==> src/rtl/spi_pkg.sv <==
// spi_pkg: shared types and constants for the SPI slave front end.
// Frame widths, command-bit encodings and FSM state enum.
package spi_pkg;

    localparam int CMD_W  = 10;
    localparam int DATA_W = 8;
    localparam int CNT_W  = 4;

    localparam logic CMD_WRITE = 1'b0;
    localparam logic CMD_READ  = 1'b1;

    typedef enum logic [2:0] {
        IDLE,
        WRITE,
        READ_ADD,
        READ_DATA,
        TX_WAIT,
        TX_SHIFT,
        DONE
    } spi_state_t;

endpackage

==> src/rtl/spi_slave_fsm_if.sv <==
// spi_slave_fsm_if: serial pins plus the RAM-facing rx/tx bundle.
// slave is the FSM side; master is the host/RAM side.
interface spi_slave_fsm_if;
    import spi_pkg::*;

    logic              ss_n;
    logic              mosi;
    logic              miso;
    logic [CMD_W-1:0]  rx_data;
    logic              rx_valid;
    logic [DATA_W-1:0] tx_data;
    logic              tx_valid;

    modport slave (
        input  ss_n, mosi, tx_data, tx_valid,
        output miso, rx_data, rx_valid
    );

    modport master (
        output ss_n, mosi, tx_data, tx_valid,
        input  miso, rx_data, rx_valid
    );

endinterface

==> src/rtl/spi_tx_shifter.sv <==
// spi_tx_shifter: 8-bit parallel-load MSB-first PISO for the MISO path.
// next_bit is the bit that becomes visible after the coming shift.
module spi_tx_shifter
    import spi_pkg::*;
(
    input  logic              clk,
    input  logic              rst,
    input  logic              load,
    input  logic              shift,
    input  logic [DATA_W-1:0] data,
    output logic              next_bit,
    output logic              done
);

    logic [DATA_W-1:0] sr;
    logic [2:0]        cnt;

    always_ff @(posedge clk) begin
        if (rst) begin
            sr  <= '0;
            cnt <= '0;
        end else if (load) begin
            sr  <= data;
            cnt <= '0;
        end else if (shift) begin
            sr  <= {sr[DATA_W-2:0], 1'b0};
            cnt <= cnt + 3'd1;
        end
    end

    assign next_bit = sr[DATA_W-2];
    // Bit 7 goes out on load, so seven shifts present the rest.
    assign done     = (cnt == 3'(DATA_W - 1));

endmodule

==> src/rtl/spi_slave_fsm.sv <==
// spi_slave_fsm: MOSI frame deserialiser and MISO serialiser.
// Tracks whether a read address is loaded to split READ_ADD/READ_DATA.
module spi_slave_fsm
    import spi_pkg::*;
(
    input  logic clk,
    input  logic rst,
    spi_slave_fsm_if.slave bus
);

    spi_state_t       state;
    logic [CNT_W-1:0] cnt;
    logic [CMD_W-2:0] sr;
    logic [CMD_W-1:0] rx_data;
    logic             rx_valid;
    logic             miso;
    logic             rd_addr_done;

    logic sh_load;
    logic sh_shift;
    logic sh_next;
    logic sh_done;

    assign sh_load  = !bus.ss_n && (state == TX_WAIT) && bus.tx_valid;
    assign sh_shift = !bus.ss_n && (state == TX_SHIFT) && !sh_done;

    spi_tx_shifter u_tx (
        .clk      (clk),
        .rst      (rst),
        .load     (sh_load),
        .shift    (sh_shift),
        .data     (bus.tx_data),
        .next_bit (sh_next),
        .done     (sh_done)
    );

    always_ff @(posedge clk) begin
        if (rst) begin
            state        <= IDLE;
            cnt          <= '0;
            sr           <= '0;
            rx_data      <= '0;
            rx_valid     <= 1'b0;
            miso         <= 1'b0;
            rd_addr_done <= 1'b0;
        end else begin
            rx_valid <= 1'b0;
            if (bus.ss_n) begin
                state <= IDLE;
                cnt   <= '0;
                miso  <= 1'b0;
            end else begin
                unique case (state)
                    IDLE: begin
                        sr  <= {{(CMD_W-2){1'b0}}, bus.mosi};
                        cnt <= CNT_W'(1);
                        if (bus.mosi == CMD_WRITE)
                            state <= WRITE;
                        else if (rd_addr_done)
                            state <= READ_DATA;
                        else
                            state <= READ_ADD;
                    end
                    WRITE, READ_ADD, READ_DATA: begin
                        sr  <= {sr[CMD_W-3:0], bus.mosi};
                        cnt <= cnt + CNT_W'(1);
                        // rx_data only moves on a complete frame.
                        if (cnt == CNT_W'(CMD_W - 1)) begin
                            rx_data  <= {sr, bus.mosi};
                            rx_valid <= 1'b1;
                            cnt      <= '0;
                            unique case (state)
                                READ_ADD: begin
                                    rd_addr_done <= 1'b1;
                                    state        <= DONE;
                                end
                                READ_DATA: begin
                                    rd_addr_done <= 1'b0;
                                    state        <= TX_WAIT;
                                end
                                default: state <= DONE;
                            endcase
                        end
                    end
                    TX_WAIT: begin
                        if (bus.tx_valid) begin
                            miso  <= bus.tx_data[DATA_W-1];
                            state <= TX_SHIFT;
                        end
                    end
                    TX_SHIFT: begin
                        if (sh_done) begin
                            miso  <= 1'b0;
                            state <= DONE;
                        end else begin
                            miso <= sh_next;
                        end
                    end
                    DONE: miso <= 1'b0;
                    default: state <= IDLE;
                endcase
            end
        end
    end

    assign bus.rx_data  = rx_data;
    assign bus.rx_valid = rx_valid;
    assign bus.miso     = miso;

endmodule

==> src/flat_wrapper.sv <==
// flat-port wrapper written by rule: the top's interface ports become plain ports
module spi_slave_fsm_flat import spi_pkg::*;
  (clk, rst, bus_ss_n, bus_mosi, bus_tx_data, bus_tx_valid, bus_miso, bus_rx_data, bus_rx_valid);
  spi_slave_fsm_if bus_i ();
  input  logic clk;
  input  logic rst;
  input wire logic [$bits(bus_i.ss_n)-1:0] bus_ss_n;
  input wire logic [$bits(bus_i.mosi)-1:0] bus_mosi;
  input wire logic [$bits(bus_i.tx_data)-1:0] bus_tx_data;
  input wire logic [$bits(bus_i.tx_valid)-1:0] bus_tx_valid;
  output wire logic [$bits(bus_i.miso)-1:0] bus_miso;
  output wire logic [$bits(bus_i.rx_data)-1:0] bus_rx_data;
  output wire logic [$bits(bus_i.rx_valid)-1:0] bus_rx_valid;
  assign bus_i.ss_n = bus_ss_n;
  assign bus_i.mosi = bus_mosi;
  assign bus_i.tx_data = bus_tx_data;
  assign bus_i.tx_valid = bus_tx_valid;
  assign bus_miso = bus_i.miso;
  assign bus_rx_data = bus_i.rx_data;
  assign bus_rx_valid = bus_i.rx_valid;
  spi_slave_fsm u_core (.clk(clk), .rst(rst), .bus(bus_i));
endmodule
==> config.mk <==
export PLATFORM = sky130hd
export DESIGN_NAME = spi_slave_fsm_flat
export DESIGN_NICKNAME = d
export VERILOG_FILES = /design/src/rtl/spi_pkg.sv /design/src/rtl/spi_slave_fsm_if.sv /design/src/rtl/spi_tx_shifter.sv /design/src/rtl/spi_slave_fsm.sv /design/src/flat_wrapper.sv
export SDC_FILE = /design/constraint.sdc
export NUM_CORES = 1
export LEC_CHECK = 0
export BUFFER_PORTS_ARGS = -buffer_cell sky130_fd_sc_hd__buf_2
export CAP_MARGIN = 20
export CORE_MARGIN = 2
export CORE_UTILIZATION = 56
export DETAILED_ROUTE_END_ITERATION = 6
export GPL_TIMING_DRIVEN = 0
export PLACE_DENSITY = 0.78
export SLEW_MARGIN = 20
export SYNTH_ARGS = -nofsm -noshare
export SYNTH_HDL_FRONTEND = slang
export SYNTH_SLANG_ARGS = --single-unit
==> constraint.sdc <==
create_clock -name clk -period 3.4 [get_ports clk]
set_input_delay 0 -clock clk [delete_from_list [all_inputs] [get_ports clk]]
set_output_delay 0 -clock clk [all_outputs]
set_load 0.01 [all_outputs]
**Word level (Yosys, flattened, before mapping)**

Index checks and enable logic that the tools add are counted.

- Bits in registers: 39
- Bits of input ports: 13
- Output and inout port bits: 12
- Word-level logic and storage cells: 62

- Add/sub/neg operators: 2
- Eq/ne operators: 11
- Multiplexer cells: 17
- Bitwise logic cells: 3
- Reductions and logical operators: 20

Operators with widths:

| cell | number |
|---|---|
| 9-bit one-hot mux with 2 select lines | 1 |
| 3-bit one-hot mux with 5 select lines | 1 |
| 7-bit 2-to-1 mux | 2 |
| 3-bit == test (second input constant) | 4 |
| 3-bit 2-to-1 mux | 4 |
| 4-bit one-hot mux with 2 select lines | 1 |
| 4-bit AND reduction | 2 |
| 3-bit by 2-bit == test with 1-bit output (second input constant) | 2 |
| 2-bit nonzero test | 3 |
| 3-bit OR reduction | 2 |
| 4-bit by 1-bit adder with 4-bit output (second input constant) | 1 |
| 4-bit == test (second input constant) | 1 |
| 1-bit logical AND | 4 |
| 1-bit 2-to-1 mux | 4 |
| 4-bit 2-to-1 mux | 1 |
| 2-bit by 1-bit inequality test with 1-bit output (second input constant) | 2 |
| 2-bit AND reduction | 2 |
| 2-bit OR reduction | 2 |
| 3-bit by 1-bit adder with 3-bit output (second input constant) | 1 |
| 3-bit by 1-bit == test with 1-bit output (second input constant) | 1 |
| 3-bit logical NOT | 1 |
| 1-bit NOT | 3 |
| 1-bit one-hot mux with 3 select lines | 1 |
| 3-bit AND reduction | 1 |
| 5 further kinds | 6 |

**Longest topological paths before layout**

Gate-level depths: netlist of run 1.

- Word-level depth: 5
- Gate-level depth with buffers: 7
- Depth with buffers taken out: 6

**By module**

A second synthesis of run 1 with hierarchy kept.

- Cell total of the unflattened synthesis: 196
- Area total of the unflattened synthesis: 1739.2 µm²

By module, submodules not included:

| module | times used | cells each | area an instance (µm²) | seq. area each (µm²) |
|---|---|---|---|---|
| spi_slave_fsm | 1 | 153 | 1286.2 | 580.6 |
| spi_tx_shifter | 1 | 43 | 452.9 | 200.2 |

**Worst setup path after synthesis of run 1**

Ideal clock, no wire load.

- Path kind: register to register
- Start: register u_core.u_tx.cnt[0]
- End: register u_core.u_tx.cnt[1]
- Setup time: 0.132 ns
- Arrival: 1.713 ns
- Data required time: 3.268 ns
- Setup slack: 1.555 ns
- Cell stages (with the launch flop): 7
- Buffers on the path: 0
- Period minus slack after synthesis: 1.845 ns
- Path through: dfxtp_1 -> ha_1 -> ha_1 -> or2_4 -> nor4b_4 -> mux2i_1 -> nor3_2

- Cells in the longest elaborated chain, start to end: 3
- Elaborated cells between the ends (all ways): 4
- Those cells by class: add/sub: 1; eq/ne: 1; reduce/logical: 2

RTL lines:

| item | line | RTL |
|---|---|---|
| from (decl) | spi_tx_shifter.sv:16 | `logic [2:0] cnt;` |
| from (signal assigned) | spi_tx_shifter.sv:27 | `cnt <= cnt + 3'd1;` |
| parallel branches: the longest is 3 deep, another holds 3-bit by 1-bit adder with 3-bit output | - |  |

Parallel ways; which one is timed is not known.
A chain may end at the register's enable or synchronous reset.

**Final worst setup path of run 1**

- Start: register u_core.u_tx.cnt[0]
- End: register u_core.u_tx.cnt[2]

The elaborated chain is that of the path after synthesis.

==> flow_summary.toml, run 1 <==
[route]
wl_per_cell_um = 14.57
drt_iter0_drc = 153
first_pass_iters = 5
ant_nets = 0
via_per_inst = 5.703
drt-total-wl_um = 3977
route.detailed.drc = 0
via_count = 1557

[clock_network]
post-cts-setup-buffers = 0
cts.path.max_buffers = 2
cts.repair.resized = 0
clk-insertion-delay-late_ps = 350
cts_tree = "built"
h-tree-depth = 2
root_buffer = "clkbuf_4"
numCtsBuffers = 5
clkSinkCount = 39
clk_pin_slew_ps = 120
cts_hold_buf = 10

[floorplanning]
dieArea_um2 = 3527
die_h_um = 59.39
initial_core_util_pct = 57.69
row_count = 20
die_w_um = 59.39
io_pins = 25
coreArea_um2 = 2978

[finish]
drive_above_1_share_pct = 19.58
areaGrowthSynthToFinish_pct = 20.17
nFillCells = 253
nNetsFinal = 256
fin_util_pct = 69.33
insertedDiodeCount = 0

[sta]
timing.hold.ws_ps = 58.86
finalHoldViolations = 0
finalCriticalPeriod_ps = 2017
rsz0062_at_grt = "false"
finalSetupTns_ps = 0
slew_headroom_pct = 56.19
max_freq_mhz = 495.8
finalSetupViolations = 0
timing.final.max_slew_violations = 0
worst_clock_skew_ps = 6.294
finalCritPeriodShare_pct = 59.32
worst_pin_slew_ps = 653.5

[setup_path]
startpoint = "u_core.u_tx.cnt[0]$_SDFFE_PP0P_"
start_kind = "register"
path_max_fanout = 8
timing.rr.start = "u_core.u_tx.cnt[0]$_SDFFE_PP0P_"
cp_data_required_time_ps = 3640
endpoint_kind = "register"
crit_arrival_ps = 2260
critPathKind = "register to register"

[hold_path]
worstHoldStart = "bus_tx_data[7]"
min_path_type = "input pin to register"

[power]
power.leakage_nw = 0.7807
ir_drop_mv = 0.3286
p_per_area_nw_per_um2 = 417.3
power_w = 0.0008614

[global_routing]
overflow = 0
antenna_found_initial = 0
grt_max_degree = 14
track_usage_pct = 25.31
grt_pass1_vias = 1460
grt_pass1_wl_um = 6561

[synth]
synth_area_um2 = 1718
syn_avg_cell_area_um2 = 8.633
syn_inst = 199
yosys_warnings = 0
synth.ff_latch_count = 39
yosysSeqAreaShare_pct = 45.45
yosysTopAreaCell = "dfxtp_1"
ys_top_cells_by_area = "dfxtp_1, nand2_1, a21oi_1"
synth.distinct_cells = 37
syn_nets = 216
netlist.area_leader.share_pct = 45.45

[job]
drv_cap = 0

[outcome]
status = "finished, final reports clean"

[placement]
hpwlAfterDp_um = 2804
io_buffers = 23
gp_congestion = 0.9157
## metrics by stage
step	instance area [um2]	worst slack, ps	std cells
3_3_place_gp	1874	1428	255
2_1_floorplan	1718	1555	199
4_1_cts	2064	1366	273
6_report	2064	1383	273
5_1_grt	2064	1255	273
3_5_place_dp	1874	1383	255
## where the power goes
part / internal (W) / total, W / switching, W
Clock: 0.000177 / 0.000332 / 0.000155
Combinational: 0.0000280 / 0.0000666 / 0.0000386
Sequential: 0.000460 / 0.000463 / 0.00000299
## worst max-delay path, cell delays in order, from the launching register on
cell and delay [ps]:
dfxtp_1 340, ha_1 190, ha_1 230, or2_4 280, nor4b_4 520, mux2i_1 290, nor3_2 50
## synthesized netlist by cell type (all sizes together)
master / n
a211o: 1
buf: 6
mux2i: 5
a311oi: 1
and3b: 1
a21oi: 23
a21boi: 1
nand2b: 5
o21a: 1
a31o: 1
o32ai: 1
nand2: 34
a311o: 1
nor3b: 1
a2111oi: 2
nor4b: 2
nand3: 3
ha: 4
a22oi: 13
nor4: 3
nor2: 20
o21ai: 6
clkbuf: 6
nand3b: 3
nor3: 7
or2: 4
xnor2: 1
dfxtp: 39
inv: 4
## layer usage
metal,global-route usage (%),share of wire [%],up-vias
met1,29.41,42,721
li1,-,-,781
met2,41.60,50,40
met3,6.769,4.4,15
met5,0,0,-
met4,14.61,3.5,0
## flip-flops by register name, indices dropped and copies added, names as in the netlist
register / cells
u_core.bus.miso: 1
u_core.cnt: 4
u_core.bus.rx_valid: 1
u_core.sr: 9
u_core.bus.rx_data: 10
u_core.u_tx.cnt: 3
u_core.rd_addr_done: 1
u_core.u_tx.sr: 7
u_core.state: 3
## cell usage in the layout (no fill, tap or decap), types with 6 or more instances in the layout
master         Yosys  routed
o21ai_0            6       6
a21oi_1           23      23
clkbuf_1           6       6
nand2_1           34      34
dfxtp_1           39      39
nor2_1            19      19
a22oi_1           13      13
buf_2              4      27
dlygate4sd3_1      0      10
## cell type report
type	count	area [um2]	share of cell area, %
inverters	4	15.01	0.7273
flip-flops and latches	39	780.7	37.82
multi-input cells	144	864.6	41.88
well taps	33	41.29	2.000
repair buffers	33	215.2	10.42
plain buffers	12	57.56	2.788
clock inverters	2	38.79	1.879
clock buffers	6	51.30	2.485
## cells by family (layout without fill, tap and decap cells)
group,Yosys count,after routing,share of synthesized area (%)
compound gates,51,51,18.65
xor+xnor,1,1,0.5099
fa+ha+maj,4,4,2.913
buf+inv,16,57,4.224
flops,39,39,45.45
mux,5,5,2.913
simple gates,83,83,25.35
## worst paths after layout
path	to	slack, ps	cells past startpoint
max	u_core.u_tx.cnt[2]$_SDFFE_PP0P_	1380	6
min reg2reg	u_core.bus.rx_data[6]$_SDFFE_PP0P_	460	2
max reg2reg	u_core.u_tx.cnt[2]$_SDFFE_PP0P_	1380	6
min	u_core.bus.miso$_SDFFE_PP0P_	60	3
Power figures use the tool's default switching activity.
==> run 2: changes to the inputs <==
Settings changed: CORE_UTILIZATION 56 to 55, PLACE_DENSITY 0.78 to 0.77.
Clock period 3.4 ns to 2.1 ns, I/O delays scaled along.
==> run 2 against run 1 <==
Effect of this change: routed wire length down 4.4%; critical path depth rose by 1; via count increased by 1.5%; global-route usage shrank 2.6 points; combinational power up 62%; total power rose by 55%; final area fell by 0.55%.
==> flow_summary.toml, run 2 (synthesis results as in run 1) <==
[outcome]
status = "finished, final reports clean"

[global_routing]
grt_max_degree = 12
overflow = 0
grt_pass1_vias = 1444
track_usage_pct = 22.69
antenna_found_initial = 0
grt_pass1_wl_um = 6099

[finish]
multi_input_area_um2 = 864.6
mostFrequentLayoutCells = "dfxtp_1, nand2_1, buf_2, a21oi_1, nor2_1"
largest_register_ffs = 10
nFillCells = 246
seqCellArea_um2 = 780.7
areaGrowthSynthToFinish_pct = 19.52
regMostFlops = "u_core.bus.rx_data"
drive_above_1_share_pct = 19.17
nNetsFinal = 257
reg_top3 = "u_core.bus.rx_data: 10 flops, u_core.sr: 9 flops, u_core.u_tx.sr: 7 flops"
layout_commonest_cell = "dfxtp_1"
insertedDiodeCount = 0
fin_util_pct = 68.38

[sta]
finalCriticalPeriod_ps = 1917
timing.final.max_slew_violations = 0
worst_clock_skew_ps = 11.99
finalSetupTns_ps = 0
max_freq_mhz = 521.6
finalSetupViolations = 0
finalHoldViolations = 0
slew_headroom_pct = 56.67
worst_pin_slew_ps = 646.5
layout_setup_ws_ps = 183.0
rsz0062_at_grt = "false"
finalCritPeriodShare_pct = 91.29

[power]
ir_drop_mv = 0.4897
power.leakage_nw = 0.7756
p_per_area_nw_per_um2 = 648.8

[setup_path]
timing.rr.end = "u_core.u_tx.cnt[1]$_SDFFE_PP0P_"
path_max_fanout = 8
r2r_slack_ps = 180
crit_arrival_ps = 2150
timing.rr.start = "u_core.u_tx.cnt[0]$_SDFFE_PP0P_"
ff2ff_path_depth = 7
endpoint_kind = "register"
start_kind = "register"
critPathKind = "register to register"
cp_data_required_time_ps = 2330

[floorplanning]
die_h_um = 59.89
die_w_um = 59.89
coreArea_um2 = 3003
io_pins = 25
row_count = 20
dieArea_um2 = 3586
initial_core_util_pct = 57.21

[hold_path]
worstHoldStart = "bus_tx_data[7]"
min_path_type = "input pin to register"
hold_end = "u_core.bus.miso$_SDFFE_PP0P_"
hold_depth = 3

[placement]
gp_congestion = 0.7998
dp_slack_ps = 74.22
io_buffers = 23
hpwlAfterDp_um = 2619

[job]
drv_cap = 0

[clock_network]
cts_tree = "built"
clk_pin_slew_ps = 110
h-tree-depth = 2
cts.path.max_buffers = 2
cts.repair.resized = 0
clk-insertion-delay-late_ps = 340
clkSinkCount = 39
numCtsBuffers = 5
root_buffer = "clkbuf_4"

[route]
drt_iter0_drc = 73
drt-total-wl_um = 3803
ant_nets = 0
via_per_inst = 5.788
first_pass_iters = 4
wl_per_cell_um = 13.93
via_count = 1580
route.detailed.drc = 0
run 2: cell types whose count changed in the layout (fill, tap and decap cells not counted), sizes merged:
cell / before / now
inv: 5 / 4
buf: 29 / 30
run 2: worst max-delay path: stages (launching register included):
cell and delay (ps):
dfxtp_1 350, ha_1 200, ha_1 220, or2_4 280, nor4b_4 260, buf_4 210
mux2i_1 230, nor3_2 50
run 2: what timing repair did:
action,in CTS,in global routing
endpoints found under the setup margin,0,2
hold buffers,10,0
setup buffers,0,1
hold endpoints to repair,11,0
run 2: area by class of cell:
class	count	share of cell area, %
timing repair buffer	34	10.85
tap	33	2.011
clock inverter	1	1.463
clock buffer	6	2.011
multi-input combinational	144	42.11
sequential	39	38.03
inverter	4	0.7313
buffer	12	2.803
run 2: worst max-delay path by stage:
stage | start | end | cells past startpoint
final | u_core.u_tx.cnt[0]$_SDFFE_PP0P_ | u_core.u_tx.cnt[1]$_SDFFE_PP0P_ | 7
after global routing | u_core.u_tx.cnt[0]$_SDFFE_PP0P_ | u_core.u_tx.cnt[2]$_SDFFE_PP0P_ | 7
after CTS | u_core.u_tx.cnt[0]$_SDFFE_PP0P_ | u_core.u_tx.cnt[1]$_SDFFE_PP0P_ | 6
after detailed placement | u_core.u_tx.cnt[0]$_SDFFE_PP0P_ | u_core.u_tx.cnt[1]$_SDFFE_PP0P_ | 6
after global placement | u_core.u_tx.cnt[0]$_SDFFE_PP0P_ | u_core.u_tx.cnt[1]$_SDFFE_PP0P_ | 6
after floorplan | u_core.u_tx.cnt[0]$_SDFFE_PP0P_ | u_core.u_tx.cnt[1]$_SDFFE_PP0P_ | 6
run 2: per-layer routing:
metal	GRT usage [%]	up-vias	routed length, um
met5	0	-	0
met4	8.889	0	58
met3	5.195	8	205
met2	40.22	40	1898
met1	26.15	756	1641
li1	-	776	-
run 2: stage by stage:
stage	std cells	total power, W	cell area (um2)	hold WS [ps]
floorplan	199	0.0008268	1718	83.06
global placement	255	0.0008529	1874	250.3
detailed placement	255	0.0008563	1874	258.1
CTS	272	0.001339	2046	41.57
global route	273	0.001380	2053	104.6
finish	273	0.001332	2053	57.04
run 2: power by group:
part / internal, W / switching, W
clock network: 0.000245 / 0.000231
registers: 0.000744 / 0.00000445
logic: 0.0000452 / 0.0000624
total: 0.00103 / 0.000298
==> run 3: changes to the inputs <==
Settings changed: BUFFER_PORTS_ARGS -buffer_cell sky130_fd_sc_hd__buf_2 to not set, CORE_UTILIZATION 55 to 56, DONT_BUFFER_PORTS set to 1, PLACE_DENSITY 0.77 to 0.71, SYNTH_HIERARCHICAL set to 1.
==> run 3 against run 2 <==
Effect of this change: cell count decreased by 8.4%; critical path type unchanged; critical endpoint is now u_core/u_tx/sr[5]$_SDFFE_PP0P_; die area is 0.52% lower; combinational power decreased by 14%.
==> flow_summary.toml, run 3 <==
[power]
power.leakage_nw = 0.7113
ir_drop_mv = 0.3593
p_per_area_nw_per_um2 = 685.3

[sta]
max_freq_mhz = 560.8
finalCriticalPeriod_ps = 1783
finalHoldViolations = 0
slew_headroom_pct = 70.08
finalSetupViolations = 0
worst_clock_skew_ps = 18.09
finalCritPeriodShare_pct = 84.92
finalSetupTns_ps = 0
rsz0062_at_grt = "false"
timing.final.max_slew_violations = 0
worst_pin_slew_ps = 448.4

[floorplanning]
dieArea_um2 = 3568
initial_core_util_pct = 57.92
io_pins = 25
coreArea_um2 = 3003
die_w_um = 59.73
row_count = 20
die_h_um = 59.73

[synth]
syn_nets = 213
yosysSeqAreaShare_pct = 44.89
ys_top_cells_by_area = "dfxtp_1, nand2_1, mux2i_1"
ys_top_cells_by_count = "dfxtp_1, nand2_1, nor2_1, a21oi_1, mux2i_1"
synth.distinct_cells = 37
syn_inst = 196
yosys_warnings = 6
synth_edf_count = 0
synth-main-ff-cell = "dfxtp_1"
yosysMostFrequentCell = "dfxtp_1"
syn_avg_cell_area_um2 = 8.873
async_flop_share_pct = 0
synth.ff_latch_count = 39
synth_area_um2 = 1739
yosysTopAreaCell = "dfxtp_1"
netlist.area_leader.share_pct = 44.89

[setup_path]
crit_top_cell = "buf_2"
cp_slowest_cell = "dfxtp_1"
path_max_fanout = 10
crit_arrival_ps = 2050
start_kind = "register"
crit_chain = "buf_2, nand2b_1, nor4b_2, buf_2, inv_1, a211oi_1"
cp_data_required_time_ps = 2370
endpoint_kind = "register"
critPathKind = "register to register"
cp_slowest_stage_delay_ps = 350

[global_routing]
grt_max_degree = 13
antenna_found_initial = 0
overflow = 0
grt_pass1_wl_um = 5513
track_usage_pct = 20.60
grt_pass1_vias = 1239

[finish]
layout_commonest_cell = "dfxtp_1"
mostFrequentLayoutCells = "dfxtp_1, nand2_1, nor2_1, a21oi_1, dlygate4sd3_1"
regMostFlops = "u_core/bus.rx_data"
nNetsFinal = 233
drive_above_1_share_pct = 11.52
fin_area_um2 = 2003
insertedDiodeCount = 0
reg_top3 = "u_core/bus.rx_data: 10 flops, u_core/sr: 9 flops, u_core/u_tx/sr: 7 flops"
largest_register_ffs = 10
final-instance-count-excl-fill = 250
seqCellArea_um2 = 780.7
areaGrowthSynthToFinish_pct = 15.18
multi_input_area_um2 = 873.3
nFillCells = 254

[clock_network]
clkSinkCount = 39
root_buffer = "clkbuf_4"
cts_tree = "built"
clk-insertion-delay-late_ps = 350
cts.path.max_buffers = 2
clk_pin_slew_ps = 130
numCtsBuffers = 5
h-tree-depth = 2

[route]
via_per_inst = 5.604
drt_iter0_drc = 58
wl_per_cell_um = 13.60
first_pass_iters = 4
ant_nets = 0
route.detailed.drc = 0
drt-total-wl_um = 3401
via_count = 1401

[placement]
placed_area_um2 = 1780
gp_congestion = 0.8011
io_buffers = 0
hpwlAfterDp_um = 2290
dp.cells = 229

[hold_path]
min_path_type = "input pin to register"

[job]
drv_cap = 0

[outcome]
status = "finished, final reports clean"
-- run 3: cell types whose count changed after synthesis, sizes merged, moves of 4 or more --
cell / before / now
nor2b: 0 / 8
nand2: 34 / 29
mux2i: 5 / 10
a211oi: 0 / 7
a21oi: 23 / 16
a22oi: 13 / 9
-- run 3: final cells by class --
| class | instances | area share [%] |
|---|---|---|
| Inverter | 3 | 0.5621 |
| Clock buffer | 6 | 2.561 |
| Tap cell | 33 | 2.061 |
| Multi-Input combinational cell | 141 | 43.60 |
| Sequential cell | 39 | 38.98 |
| Timing Repair Buffer | 13 | 6.496 |
| Clock inverter | 2 | 1.749 |
| Buffer | 13 | 3.998 |
-- run 3: kinds of logic (layout without fill, tap and decap cells) --
group | Yosys count | count (layout) | synth area share, %
xor gates and xnor gates | 1 | 1 | 0.5037
buffers and inverters | 16 | 37 | 5.251
DFF | 39 | 39 | 44.89
adders and majority gates | 4 | 4 | 2.878
AOI/OAI and AO/OA | 42 | 42 | 16.33
muxes | 10 | 10 | 5.756
and+or+nand+nor | 84 | 84 | 24.39
-- run 3: stage by stage --
stage	setup slack, ps	power, W	util, %	hold WS, ps
after floorplan	554.5	0.0008215	-	72.76
after global placement	197.9	0.0008337	59.29	76.57
after detailed placement	173.1	0.0008359	59.29	77.79
after CTS	140.1	0.001378	66.50	13.67
after global routing	178.6	0.001426	66.71	25.84
final	316.8	0.001373	66.71	14.34
-- run 3: repair_timing --
item	in CTS	in global routing
endpoints found under the setup margin	0	1
setup buffers	0	0
resized for setup	0	1
endpoints found under the hold margin	13	0
hold buffers	13	0
-- run 3: critical path: cells and delay by family (launching register included) --
kind | cells | cell delay (ps)
flops | 1 | 350
compound gates | 1 | 230
simple gates | 2 | 540
buf+inv | 3 | 580
-- run 3: power by group --
group	internal (W)	switching, W	total [W]
Sequential	0.000745	0.00000458	0.000749
Combinational	0.0000396	0.0000537	0.0000933
Clock	0.000281	0.000249	0.000530
-- run 3: routing by layer --
| layer | track usage [%] | up-vias | routed length (um) |
|---|---|---|---|
| li1 | - | 724 | - |
| met5 | 0 | - | 0 |
| met3 | 7.576 | 7 | 186 |
| met4 | 7.937 | 0 | 59 |
| met1 | 25.58 | 631 | 1543 |
| met2 | 32.45 | 39 | 1611 |
-- run 3: path summary, 6_finish.rpt --
path                                 from                            endpoint  slack (ps)  depth (start not counted)
max          u_core/state[1]$_SDFFE_PP0P_      u_core/u_tx/sr[5]$_SDFFE_PP0P_         320                          6
min                          bus_tx_valid        u_core/bus.miso$_SDFFE_PP0P_          10                          3
max reg2reg  u_core/state[1]$_SDFFE_PP0P_      u_core/u_tx/sr[5]$_SDFFE_PP0P_         320                          6
min reg2reg     u_core/sr[8]$_SDFFE_PP0P_  u_core/bus.rx_data[9]$_SDFFE_PP0P_         460                          2
